## config.mk

```make
export PLATFORM = sky130hd
export DESIGN_NAME = tx_cordic_polar2rect_flat
export DESIGN_NICKNAME = d
export VERILOG_FILES = /design/src/rtl/tx_cordic_polar2rect_pkg.sv /design/src/rtl/tx_cordic_polar2rect_if.sv /design/src/rtl/tx_cordic_polar2rect_stage.sv /design/src/rtl/tx_cordic_polar2rect.sv /design/src/flat_wrapper.sv
export SDC_FILE = /design/constraint.sdc
export NUM_CORES = 2
export LEC_CHECK = 0
export BUFFER_PORTS_ARGS = -buffer_cell sky130_fd_sc_hd__buf_2
export CORE_ASPECT_RATIO = 0.9
export CORE_MARGIN = 2
export CORE_UTILIZATION = 40
export CTS_CLUSTER_SIZE = 25
export DETAILED_ROUTE_END_ITERATION = 12
export GPL_ROUTABILITY_DRIVEN = 0
export PLACE_DENSITY = 0.67
export SLEW_MARGIN = 20
export SYNTH_ARGS = -nofsm -noshare
export SYNTH_HDL_FRONTEND = slang
export SYNTH_SLANG_ARGS = --single-unit
export TNS_END_PERCENT = 5
```

## constraint.sdc

```tcl
create_clock -name clk -period 5.7 [get_ports clk]
set_clock_uncertainty 0.15 [all_clocks]
set_input_delay 0.285 -clock clk [delete_from_list [all_inputs] [get_ports clk]]
set_output_delay 0.285 -clock clk [all_outputs]
set_load 0.01 [all_outputs]
```

## src/rtl/tx_cordic_polar2rect_pkg.sv

```systemverilog
// tx_cordic_pkg: constants and helpers shared by the TX rotation CORDIC.
// Angles are signed radians*2^13; gain constant is Q15.
package tx_cordic_pkg;

   localparam int NUM_ITER      = 13;
   localparam int ANGLE_HALF_PI = 12868;
   localparam int ANGLE_PI      = 25736;
   localparam int CORDIC_K_Q15  = 19899;

   localparam int ATAN_TABLE [0:NUM_ITER-1] = '{
      6434, 3798, 2007, 1019, 511, 256, 128,
      64, 32, 16, 8, 4, 2
   };

   // Clamp v to the signed range of a w-bit word.
   function automatic int saturate(input int v, input int w);
      int hi;
      int lo;
      int r;
      hi = (1 << (w - 1)) - 1;
      lo = -hi - 1;
      r  = v;
      if (v > hi) r = hi;
      if (v < lo) r = lo;
      return r;
   endfunction

endpackage

```

## src/rtl/tx_cordic_polar2rect_if.sv

```systemverilog
// tx_cordic_polar2rect_if: sample bus of the TX rotation CORDIC.
// master drives nd/mag_in/phase_in, slave returns rdy/x_out/y_out.
interface tx_cordic_polar2rect_if #(
   parameter int DATA_WIDTH = 16
);

   logic                         nd;
   logic signed [DATA_WIDTH-1:0] mag_in;
   logic signed [DATA_WIDTH-1:0] phase_in;
   logic                         rdy;
   logic signed [DATA_WIDTH-1:0] x_out;
   logic signed [DATA_WIDTH-1:0] y_out;

   modport master (
      output nd, mag_in, phase_in,
      input  rdy, x_out, y_out
   );

   modport slave (
      input  nd, mag_in, phase_in,
      output rdy, x_out, y_out
   );

endinterface

```

## src/rtl/tx_cordic_polar2rect_stage.sv

```systemverilog
// tx_cordic_stage: one registered CORDIC micro-rotation by +/-atan(2^-SHIFT).
// Ports: clk, sclr_n (async low), i_x/i_y/i_z in, o_x/o_y/o_z registered out.
module tx_cordic_stage #(
   parameter int XW    = 18,
   parameter int ZW    = 16,
   parameter int SHIFT = 0,
   parameter int ATAN  = 0
)(
   input  logic                 clk,
   input  logic                 sclr_n,
   input  logic signed [XW-1:0] i_x,
   input  logic signed [XW-1:0] i_y,
   input  logic signed [ZW-1:0] i_z,
   output logic signed [XW-1:0] o_x,
   output logic signed [XW-1:0] o_y,
   output logic signed [ZW-1:0] o_z
);

   localparam logic signed [ZW-1:0] L_ATAN = ZW'(ATAN);

   logic                 w_pos;
   logic signed [XW-1:0] w_xs;
   logic signed [XW-1:0] w_ys;
   logic signed [XW-1:0] r_x;
   logic signed [XW-1:0] r_y;
   logic signed [ZW-1:0] r_z;

   assign w_pos = ~i_z[ZW-1];
   assign w_xs  = i_x >>> SHIFT;
   assign w_ys  = i_y >>> SHIFT;

   always_ff @(posedge clk or negedge sclr_n) begin
      if (!sclr_n) begin
         r_x <= '0;
         r_y <= '0;
         r_z <= '0;
      end else if (w_pos) begin
         r_x <= i_x - w_ys;
         r_y <= i_y + w_xs;
         r_z <= i_z - L_ATAN;
      end else begin
         r_x <= i_x + w_ys;
         r_y <= i_y - w_xs;
         r_z <= i_z + L_ATAN;
      end
   end

   assign o_x = r_x;
   assign o_y = r_y;
   assign o_z = r_z;

endmodule

```

## src/rtl/tx_cordic_polar2rect.sv

```systemverilog
// tx_cordic_polar2rect: pipelined rotation CORDIC, (mag, phase) -> (x, y).
// Ports: clk, sclr_n (async low), s_if slave: nd/mag_in/phase_in in,
// rdy/x_out/y_out out. rdy is nd delayed by LAT (15, or 16 with gain).
// Macro CORDIC_GAIN_COMP_EN adds a Q15 1/K gain stage before the output.
module tx_cordic_polar2rect
   import tx_cordic_pkg::*;
#(
   parameter int DATA_WIDTH = 16,
   parameter int GUARD_BITS = 2
)(
   input  logic              clk,
   input  logic              sclr_n,
   tx_cordic_polar2rect_if.slave s_if
);

   localparam int DW = DATA_WIDTH;
   localparam int XW = DATA_WIDTH + GUARD_BITS;
`ifdef CORDIC_GAIN_COMP_EN
   localparam int LAT = NUM_ITER + 3;
`else
   localparam int LAT = NUM_ITER + 2;
`endif
   localparam logic signed [DW-1:0] L_HP = DW'(ANGLE_HALF_PI);

   logic signed [XW-1:0] w_mag;
   logic signed [DW-1:0] w_ph;
   logic signed [XW-1:0] r_x0;
   logic signed [XW-1:0] r_y0;
   logic signed [DW-1:0] r_z0;
   logic signed [XW-1:0] w_x [0:NUM_ITER];
   logic signed [XW-1:0] w_y [0:NUM_ITER];
   logic signed [DW-1:0] w_z [0:NUM_ITER];
   logic signed [DW-1:0] w_unused_z;
   logic signed [XW-1:0] w_fx;
   logic signed [XW-1:0] w_fy;
   logic signed [DW-1:0] r_xo;
   logic signed [DW-1:0] r_yo;
   logic [LAT-1:0]       r_vld;

   assign w_mag = XW'(s_if.mag_in);
   assign w_ph  = s_if.phase_in;

   // Fold the angle into [-pi/2, pi/2] so the micro-rotations converge.
   always_ff @(posedge clk or negedge sclr_n) begin
      if (!sclr_n) begin
         r_x0 <= '0;
         r_y0 <= '0;
         r_z0 <= '0;
      end else if (w_ph > L_HP) begin
         r_x0 <= '0;
         r_y0 <= w_mag;
         r_z0 <= w_ph - L_HP;
      end else if (w_ph < -L_HP) begin
         r_x0 <= '0;
         r_y0 <= -w_mag;
         r_z0 <= w_ph + L_HP;
      end else begin
         r_x0 <= w_mag;
         r_y0 <= '0;
         r_z0 <= w_ph;
      end
   end

   assign w_x[0] = r_x0;
   assign w_y[0] = r_y0;
   assign w_z[0] = r_z0;

   for (genvar g = 0; g < NUM_ITER; g++) begin : g_rot
      tx_cordic_stage #(
         .XW    (XW),
         .ZW    (DW),
         .SHIFT (g),
         .ATAN  (ATAN_TABLE[g])
      ) u_stage (
         .clk    (clk),
         .sclr_n (sclr_n),
         .i_x    (w_x[g]),
         .i_y    (w_y[g]),
         .i_z    (w_z[g]),
         .o_x    (w_x[g+1]),
         .o_y    (w_y[g+1]),
         .o_z    (w_z[g+1])
      );
   end

   // Residual angle after the last rotation is not needed.
   assign w_unused_z = w_z[NUM_ITER];

`ifdef CORDIC_GAIN_COMP_EN
   localparam int PW = XW + 16;
   localparam logic signed [PW-1:0] L_K   = PW'(CORDIC_K_Q15);
   localparam logic signed [PW-1:0] L_RND = PW'(1 << 14);

   logic signed [PW-1:0] w_px;
   logic signed [PW-1:0] w_py;
   logic signed [XW-1:0] r_gx;
   logic signed [XW-1:0] r_gy;

   // Q15 scale with round-half-up; result never exceeds the input range.
   assign w_px = PW'(w_x[NUM_ITER]) * L_K + L_RND;
   assign w_py = PW'(w_y[NUM_ITER]) * L_K + L_RND;

   always_ff @(posedge clk or negedge sclr_n) begin
      if (!sclr_n) begin
         r_gx <= '0;
         r_gy <= '0;
      end else begin
         r_gx <= XW'(w_px >>> 15);
         r_gy <= XW'(w_py >>> 15);
      end
   end

   assign w_fx = r_gx;
   assign w_fy = r_gy;
`else
   assign w_fx = w_x[NUM_ITER];
   assign w_fy = w_y[NUM_ITER];
`endif

   always_ff @(posedge clk or negedge sclr_n) begin
      if (!sclr_n) begin
         r_xo <= '0;
         r_yo <= '0;
      end else begin
         r_xo <= DW'(saturate(int'(w_fx), DW));
         r_yo <= DW'(saturate(int'(w_fy), DW));
      end
   end

   always_ff @(posedge clk or negedge sclr_n) begin
      if (!sclr_n) r_vld <= '0;
      else         r_vld <= {r_vld[LAT-2:0], s_if.nd};
   end

   assign s_if.rdy   = r_vld[LAT-1];
   assign s_if.x_out = r_xo;
   assign s_if.y_out = r_yo;

endmodule

```

## src/flat_wrapper.sv

```systemverilog
// flat-port wrapper written by rule: the top's interface ports become plain ports
module tx_cordic_polar2rect_flat import tx_cordic_pkg::*;
#(
   parameter int DATA_WIDTH = 16,
   parameter int GUARD_BITS = 2
)
  (clk, sclr_n, s_if_nd, s_if_mag_in, s_if_phase_in, s_if_rdy, s_if_x_out, s_if_y_out);
  tx_cordic_polar2rect_if #(.DATA_WIDTH(DATA_WIDTH)) s_if_i ();
  input  logic clk;
  input  logic sclr_n;
  input wire logic [$bits(s_if_i.nd)-1:0] s_if_nd;
  input wire logic [$bits(s_if_i.mag_in)-1:0] s_if_mag_in;
  input wire logic [$bits(s_if_i.phase_in)-1:0] s_if_phase_in;
  output wire logic [$bits(s_if_i.rdy)-1:0] s_if_rdy;
  output wire logic [$bits(s_if_i.x_out)-1:0] s_if_x_out;
  output wire logic [$bits(s_if_i.y_out)-1:0] s_if_y_out;
  assign s_if_i.nd = s_if_nd;
  assign s_if_i.mag_in = s_if_mag_in;
  assign s_if_i.phase_in = s_if_phase_in;
  assign s_if_rdy = s_if_i.rdy;
  assign s_if_x_out = s_if_i.x_out;
  assign s_if_y_out = s_if_i.y_out;
  tx_cordic_polar2rect #(.DATA_WIDTH(DATA_WIDTH), .GUARD_BITS(GUARD_BITS)) u_core (.clk(clk), .sclr_n(sclr_n), .s_if(s_if_i));
endmodule
```

# Word-level counts from Yosys, hierarchy flattened

Cells that the tools add are included.
Widths: inputs -> output; s select.

Output and inout bits: 33
Input bits: 35
Logic and storage cells: 176
Register bits after elaboration: 759

Muxes and demuxes: 48
Order comparisons: 6
Add/subtract/negate cells: 78

Operator list:

| cell                 | number |
|---|---|
| $mux 18              | 30 |
| $mux 16              | 18 |
| $add 18x10->18       | 2 |
| $add 18x11->18       | 2 |
| $add 18x12->18       | 2 |
| $add 18x13->18       | 2 |
| $add 18x14->18       | 2 |
| $add 18x15->18       | 2 |
| $add 18x16->18       | 2 |
| $add 18x17->18       | 2 |
| $add 18x6->18        | 2 |
| $add 18x7->18        | 2 |
| $add 18x8->18        | 2 |
| $add 18x9->18        | 2 |
| $gt 18x16->1 const B | 2 |
| $lt 18x16->1 const B | 2 |
| $sub 18x10->18       | 2 |
| $sub 18x11->18       | 2 |
| $sub 18x12->18       | 2 |
| $sub 18x13->18       | 2 |
| $sub 18x14->18       | 2 |
| $sub 18x15->18       | 2 |
| $sub 18x16->18       | 2 |
| $sub 18x17->18       | 2 |
| other kinds (33)     | 40 |

# Logic depth before layout (Yosys ltp)

Depth after elaboration: 3
Gate-level depth with buffers: 16
Gate-level depth less buffers: 16

# Modules after synthesis

A second synthesis with hierarchy kept.

Cell total of the unflattened synthesis: 6062
Area total of the unflattened synthesis: 56746.9 um2

By module, submodules not included:

| module                                      | times used | area an instance (um2) | cells an instance | sequential area each (um2) |
|---|---|---|---|---|
| tx_cordic_stage at u_core.g_rot[0].u_stage  | 1          | 4837.1                 | 557               | 1276.2 |
| tx_cordic_stage at u_core.g_rot[3].u_stage  | 1          | 4277.9                 | 468               | 1301.2 |
| tx_cordic_stage at u_core.g_rot[2].u_stage  | 1          | 4214.0                 | 463               | 1301.2 |
| tx_cordic_polar2rect                        | 1          | 4156.5                 | 407               | 2427.3 |
| tx_cordic_stage at u_core.g_rot[4].u_stage  | 1          | 4145.2                 | 442               | 1301.2 |
| tx_cordic_stage at u_core.g_rot[12].u_stage | 1          | 4135.2                 | 446               | 1301.2 |
| tx_cordic_stage at u_core.g_rot[1].u_stage  | 1          | 4092.7                 | 448               | 1301.2 |
| tx_cordic_stage at u_core.g_rot[10].u_stage | 1          | 3931.3                 | 417               | 1301.2 |
| tx_cordic_stage at u_core.g_rot[8].u_stage  | 1          | 3927.5                 | 419               | 1301.2 |
| tx_cordic_stage at u_core.g_rot[11].u_stage | 1          | 3880.0                 | 416               | 1301.2 |
| tx_cordic_stage at u_core.g_rot[9].u_stage  | 1          | 3832.4                 | 409               | 1301.2 |
| tx_cordic_stage at u_core.g_rot[6].u_stage  | 1          | 3803.6                 | 400               | 1301.2 |
| tx_cordic_stage at u_core.g_rot[7].u_stage  | 1          | 3797.4                 | 388               | 1301.2 |
| tx_cordic_stage at u_core.g_rot[5].u_stage  | 1          | 3716.1                 | 382               | 1301.2 |

# Worst setup path before layout

Ideal clock, no wire load.

Path kind: register to register
Start point: reg u_core.g_rot[3].u_stage.r_y[4]
End point: reg u_core.g_rot[4].u_stage.r_x[17]
Period minus slack after synthesis: 3.858 ns
Path buffers: 0
Arrival: 3.583 ns
Slack: 1.842 ns
Stages on the path, launching flop included: 17
Library setup time: 0.124 ns
Cells stage by stage: dfrtp_1 inv_1 ha_1 nand2b_1 or4_1 or2_1 o41ai_1 xnor2_1 ha_1 a21o_1 a21oi_1 o21bai_1 or3_1 o221a_1 a311o_1 a21oi_1 xnor2_1

Cells in the longest elaborated chain, start to end: 2
Elaborated cells on any way between the ends: 3
Classes of those cells: add/sub (2); mux (1)

RTL lines:

| what                                             | line                                                               | RTL |
|---|---|---|
| start: declaration                               | tx_cordic_polar2rect_stage.sv:25                                   | `logic signed [XW-1:0] r_y;` |
| start signal: assignment                         | tx_cordic_polar2rect_stage.sv:39                                   | `r_y <= i_y + w_xs;` |
| start signal: assignment                         | tx_cordic_polar2rect_stage.sv:43                                   | `r_y <= i_y - w_xs;` |
| $sub 18x14->18 or $add 18x14->18 (tied branches) | tx_cordic_polar2rect_stage.sv:38, tx_cordic_polar2rect_stage.sv:42 |  |
| $mux 18 *                                        | tx_cordic_polar2rect_stage.sv:37                                   | `end else if (w_pos) begin` |
| end signal: assignment                           | tx_cordic_polar2rect_stage.sv:38                                   | `r_x <= i_x - w_ys;` |
| end signal: assignment                           | tx_cordic_polar2rect_stage.sv:42                                   | `r_x <= i_x + w_ys;` |
| end: declaration                                 | tx_cordic_polar2rect_stage.sv:24                                   | `logic signed [XW-1:0] r_x;` |

Every way passes the cells marked *; elsewhere a longest branch is shown, timed or not.

# Worst setup path after layout

Start point: reg u_core.g_rot[5].u_stage.r_z[15]
End point: reg u_core.g_rot[6].u_stage.r_x[16]

Cells in the longest elaborated chain, start to end: 1

RTL lines:

| what                     | line                             | RTL |
|---|---|---|
| start: declaration       | tx_cordic_polar2rect_stage.sv:26 | `logic signed [ZW-1:0] r_z;` |
| start signal: assignment | tx_cordic_polar2rect_stage.sv:40 | `r_z <= i_z - L_ATAN;` |
| start signal: assignment | tx_cordic_polar2rect_stage.sv:44 | `r_z <= i_z + L_ATAN;` |
| $mux 18                  | tx_cordic_polar2rect_stage.sv:37 |  |
| end signal: assignment   | tx_cordic_polar2rect_stage.sv:38 |  |
| end signal: assignment   | tx_cordic_polar2rect_stage.sv:42 |  |
| end: declaration         | tx_cordic_polar2rect_stage.sv:24 |  |

No other way between the ends.

==> flow_summary.json <==
{
  "period_needed_ns": 4.27,
  "first_pass_iters": 5,
  "pre_cts_ws_ns": 1.45,
  "ant_nets": 0,
  "async_flop_share_pct": 100,
  "r2r_start": "u_core.g_rot[5].u_stage.o_z[15]",
  "cp-end-kind": "flop",
  "status": "complete, no violations",
  "fp.dieArea_um2": 132000,
  "grt_use_met2_pct": 28.5,
  "setup_tns_ns": 0,
  "diodes": 0,
  "gr-usage-met1_pct": 23.7,
  "grt_busiest_layer": "met2",
  "maxCapViolCount": 0,
  "placementRows": 125,
  "worst_slack_ns": 1.43,
  "ys_warn_count": 0,
  "syn_nets": 6263,
  "dpl.hpwl_um": 88600,
  "cts_root_buffer": "clkbuf_16",
  "grt_antenna_before_repair": 1,
  "crit_arrival_ns": 4.67,
  "synth_area_um2": 51700,
  "die_y_um": 345,
  "drc": 0,
  "layout-drive-gt1-share_pct": 4.77,
  "cts.sinks": 727,
  "min_period_over_period_pct": 74.9,
  "clockBufferDepth": 3,
  "regArea_um2": 18200,
  "synth.area.top_cells": "dfrtp_1 35%, ha_1 15%, xnor2_1 8.0%",
  "core_area_um2": 129000,
  "postCtsSetupBuffers": 0,
  "syn_to_final_growth_pct": 10.7,
  "grt_use_total_pct": 17.2,
  "drv_slew": 0,
  "cts_max_level": 3,
  "io_buffers": 67,
  "maxSlewHeadroom_pct": 30.5,
  "avgViaCountPerCell": 5.33,
  "r2r_cells": 10,
  "synth_edf_count": 0,
  "dr_total_vias": 39646,
  "max_freq_mhz": 234,
  "whs_ns": 0.0258,
  "cts_buffers": 80,
  "rsz0062_at_grt": "no",
  "initial_utilization_pct": 40.2,
  "gr-usage-met3_pct": 2.43,
  "drtIter0Drc": 2684,
  "crit_required_ns": 6.10,
  "overflow": 0,
  "synth_common_cells": "727 x dfrtp_1, 638 x ha_1, 593 x a21oi_1, 559 x nor2_1, 474 x xnor2_1",
  "die_w_um": 383,
  "io_pins": 68,
  "setup_viol": 0,
  "post_cts_resized": 0,
  "grt_max_degree": 149,
  "grt_pass1_wl_um": 190000,
  "fillers": 12111,
  "hold_viol_final": 0,
  "worstReg2RegEnd": "u_core.g_rot[6].u_stage.o_x[16]",
  "rrSetupSlack_ns": 1.43,
  "worst-slew-pin-transition_ns": 1.02,
  "clkLatencyLatePin_ns": 0.69,
  "nets": 6371,
  "avgRoutedWirePerCell_um": 15.2,
  "synth-seq-cells": 727,
  "hold_class": "in2async",
  "crit_type": "reg2reg",
  "clk_pin_slew_ns": 0.06,
  "yosysSeqAreaShare_pct": 35.2,
  "syn_inst": 5553,
  "multi_input_area_um2": 31800,
  "avgSynthCellArea_um2": 9.30,
  "crit_path_max_fanout": 31,
  "yosysTopAreaCell": "dfrtp_1",
  "ys.flop_type": "dfrtp_1",
  "cts_tree": "built",
  "startpoint_type": "flop",
  "routed_wl_um": 113000,
  "yosysMostFrequentCell": "dfrtp_1",
  "synth_top_area_share_pct": 35.2,
  "ys_types": 87,
  "grt_pass1_vias": 38092
}
-- cells by family (layout without fill, tap and decap cells) --
family | count (synthesis) | after routing | synth area share, %
DFF | 727 | 727 | 35.2
muxes | 54 | 54 | 1.10
and+or+nand+nor | 1327 | 1327 | 11.9
adders and majority gates | 675 | 675 | 16.9
AOI/OAI and AO/OA | 1591 | 1591 | 19.2
xor gates and xnor gates | 730 | 730 | 12.4
buffers and inverters | 449 | 620 | 3.29
-- cell type report --
cell class | count | area share, %
multi-input cells | 4377 | 55.5
flip-flops and latches | 727 | 31.8
clock buffers | 105 | 3.84
well taps | 1714 | 3.75
inverters | 341 | 2.24
repair buffers | 134 | 1.79
clock inverters | 40 | 1.03
-- routing by layer --
metal	share of wire (%)	up-vias	routed length, µm
met4	2.0	0	2210
met3	4.1	157	4630
met2	47	739	52900
met1	47	18956	53500
li1	-	19794	-
met5	0	-	0
-- flip-flops by register name, summed over array words and instances, names as in the netlist --
| register | flops |
|---|---|
| u_core.s_if.y_out | 16 |
| u_core.g_rot.u_stage.o_z | 163 |
| u_core.g_rot.u_stage.o_x | 234 |
| u_core.r_y0 | 18 |
| u_core.r_x0 | 16 |
| u_core.s_if.x_out | 16 |
| u_core.g_rot.u_stage.o_y | 233 |
| u_core.r_vld | 15 |
| u_core.r_z0 | 16 |
-- through the flow --
stage	area (µm²)	util, %	cells
3_5_place_dp	53900	41.9	7242
2_1_floorplan	51700	-	5553
3_3_place_gp	53900	41.9	7242
5_1_grt	57200	44.5	7438
6_report	57200	44.5	7438
4_1_cts	57200	44.5	7438
-- repair_timing --
action	4_1_cts	5_1_grt
hold endpoints to repair	122	0
hold buffers	51	0
setup endpoints to repair	0	0
-- layout by cell type, fill, tap and decap left out, types with 81 or more instances in the layout --
| cell | Yosys | layout |
|---|---|---|
| a21o_1 | 214 | 214 |
| nand2_1 | 263 | 262 |
| o21bai_1 | 84 | 84 |
| xnor2_1 | 474 | 474 |
| inv_1 | 332 | 332 |
| a21oi_1 | 593 | 592 |
| o21a_1 | 81 | 81 |
| nor2_1 | 559 | 559 |
| clkbuf_16 | 0 | 81 |
| dfrtp_1 | 727 | 727 |
| ha_1 | 638 | 638 |
| o21ai_0 | 176 | 176 |
| xor2_1 | 255 | 255 |
| o21ai_1 | 94 | 94 |
| nor3_1 | 128 | 128 |
-- worst max path at each step --
stage	cells after the start	startpoint	to	slack (ns)
6_report	10	u_core.g_rot[5].u_stage.o_z[15]	u_core.g_rot[6].u_stage.o_x[16]	1.43
5_1_grt	10	u_core.g_rot[5].u_stage.o_z[15]	u_core.g_rot[6].u_stage.o_x[14]	1.15
4_1_cts	10	u_core.g_rot[5].u_stage.o_z[15]	u_core.g_rot[6].u_stage.o_x[16]	1.48
3_5_place_dp	10	u_core.g_rot[5].u_stage.o_z[15]	u_core.g_rot[6].u_stage.o_x[16]	1.45
3_3_place_gp	10	u_core.g_rot[5].u_stage.o_z[15]	u_core.g_rot[6].u_stage.o_x[16]	1.53
2_1_floorplan	16	u_core.g_rot[3].u_stage.o_y[4]	u_core.g_rot[4].u_stage.o_x[17]	1.84
-- critical path, cell delays in order, from the launching register on --
cell and delay (ns):
dfrtp_1 0.94, mux2_2 0.45, fa_1 0.43, a21o_1 0.18, a21oi_1 0.23, o21bai_1 0.12
a2111oi_0 0.90, o31ai_1 0.24, a41oi_1 0.29, o21bai_1 0.10, xor2_1 0.14
Power is not shown: default switching activity piles up to over one toggle a cycle in this logic, so the estimate is an artifact.
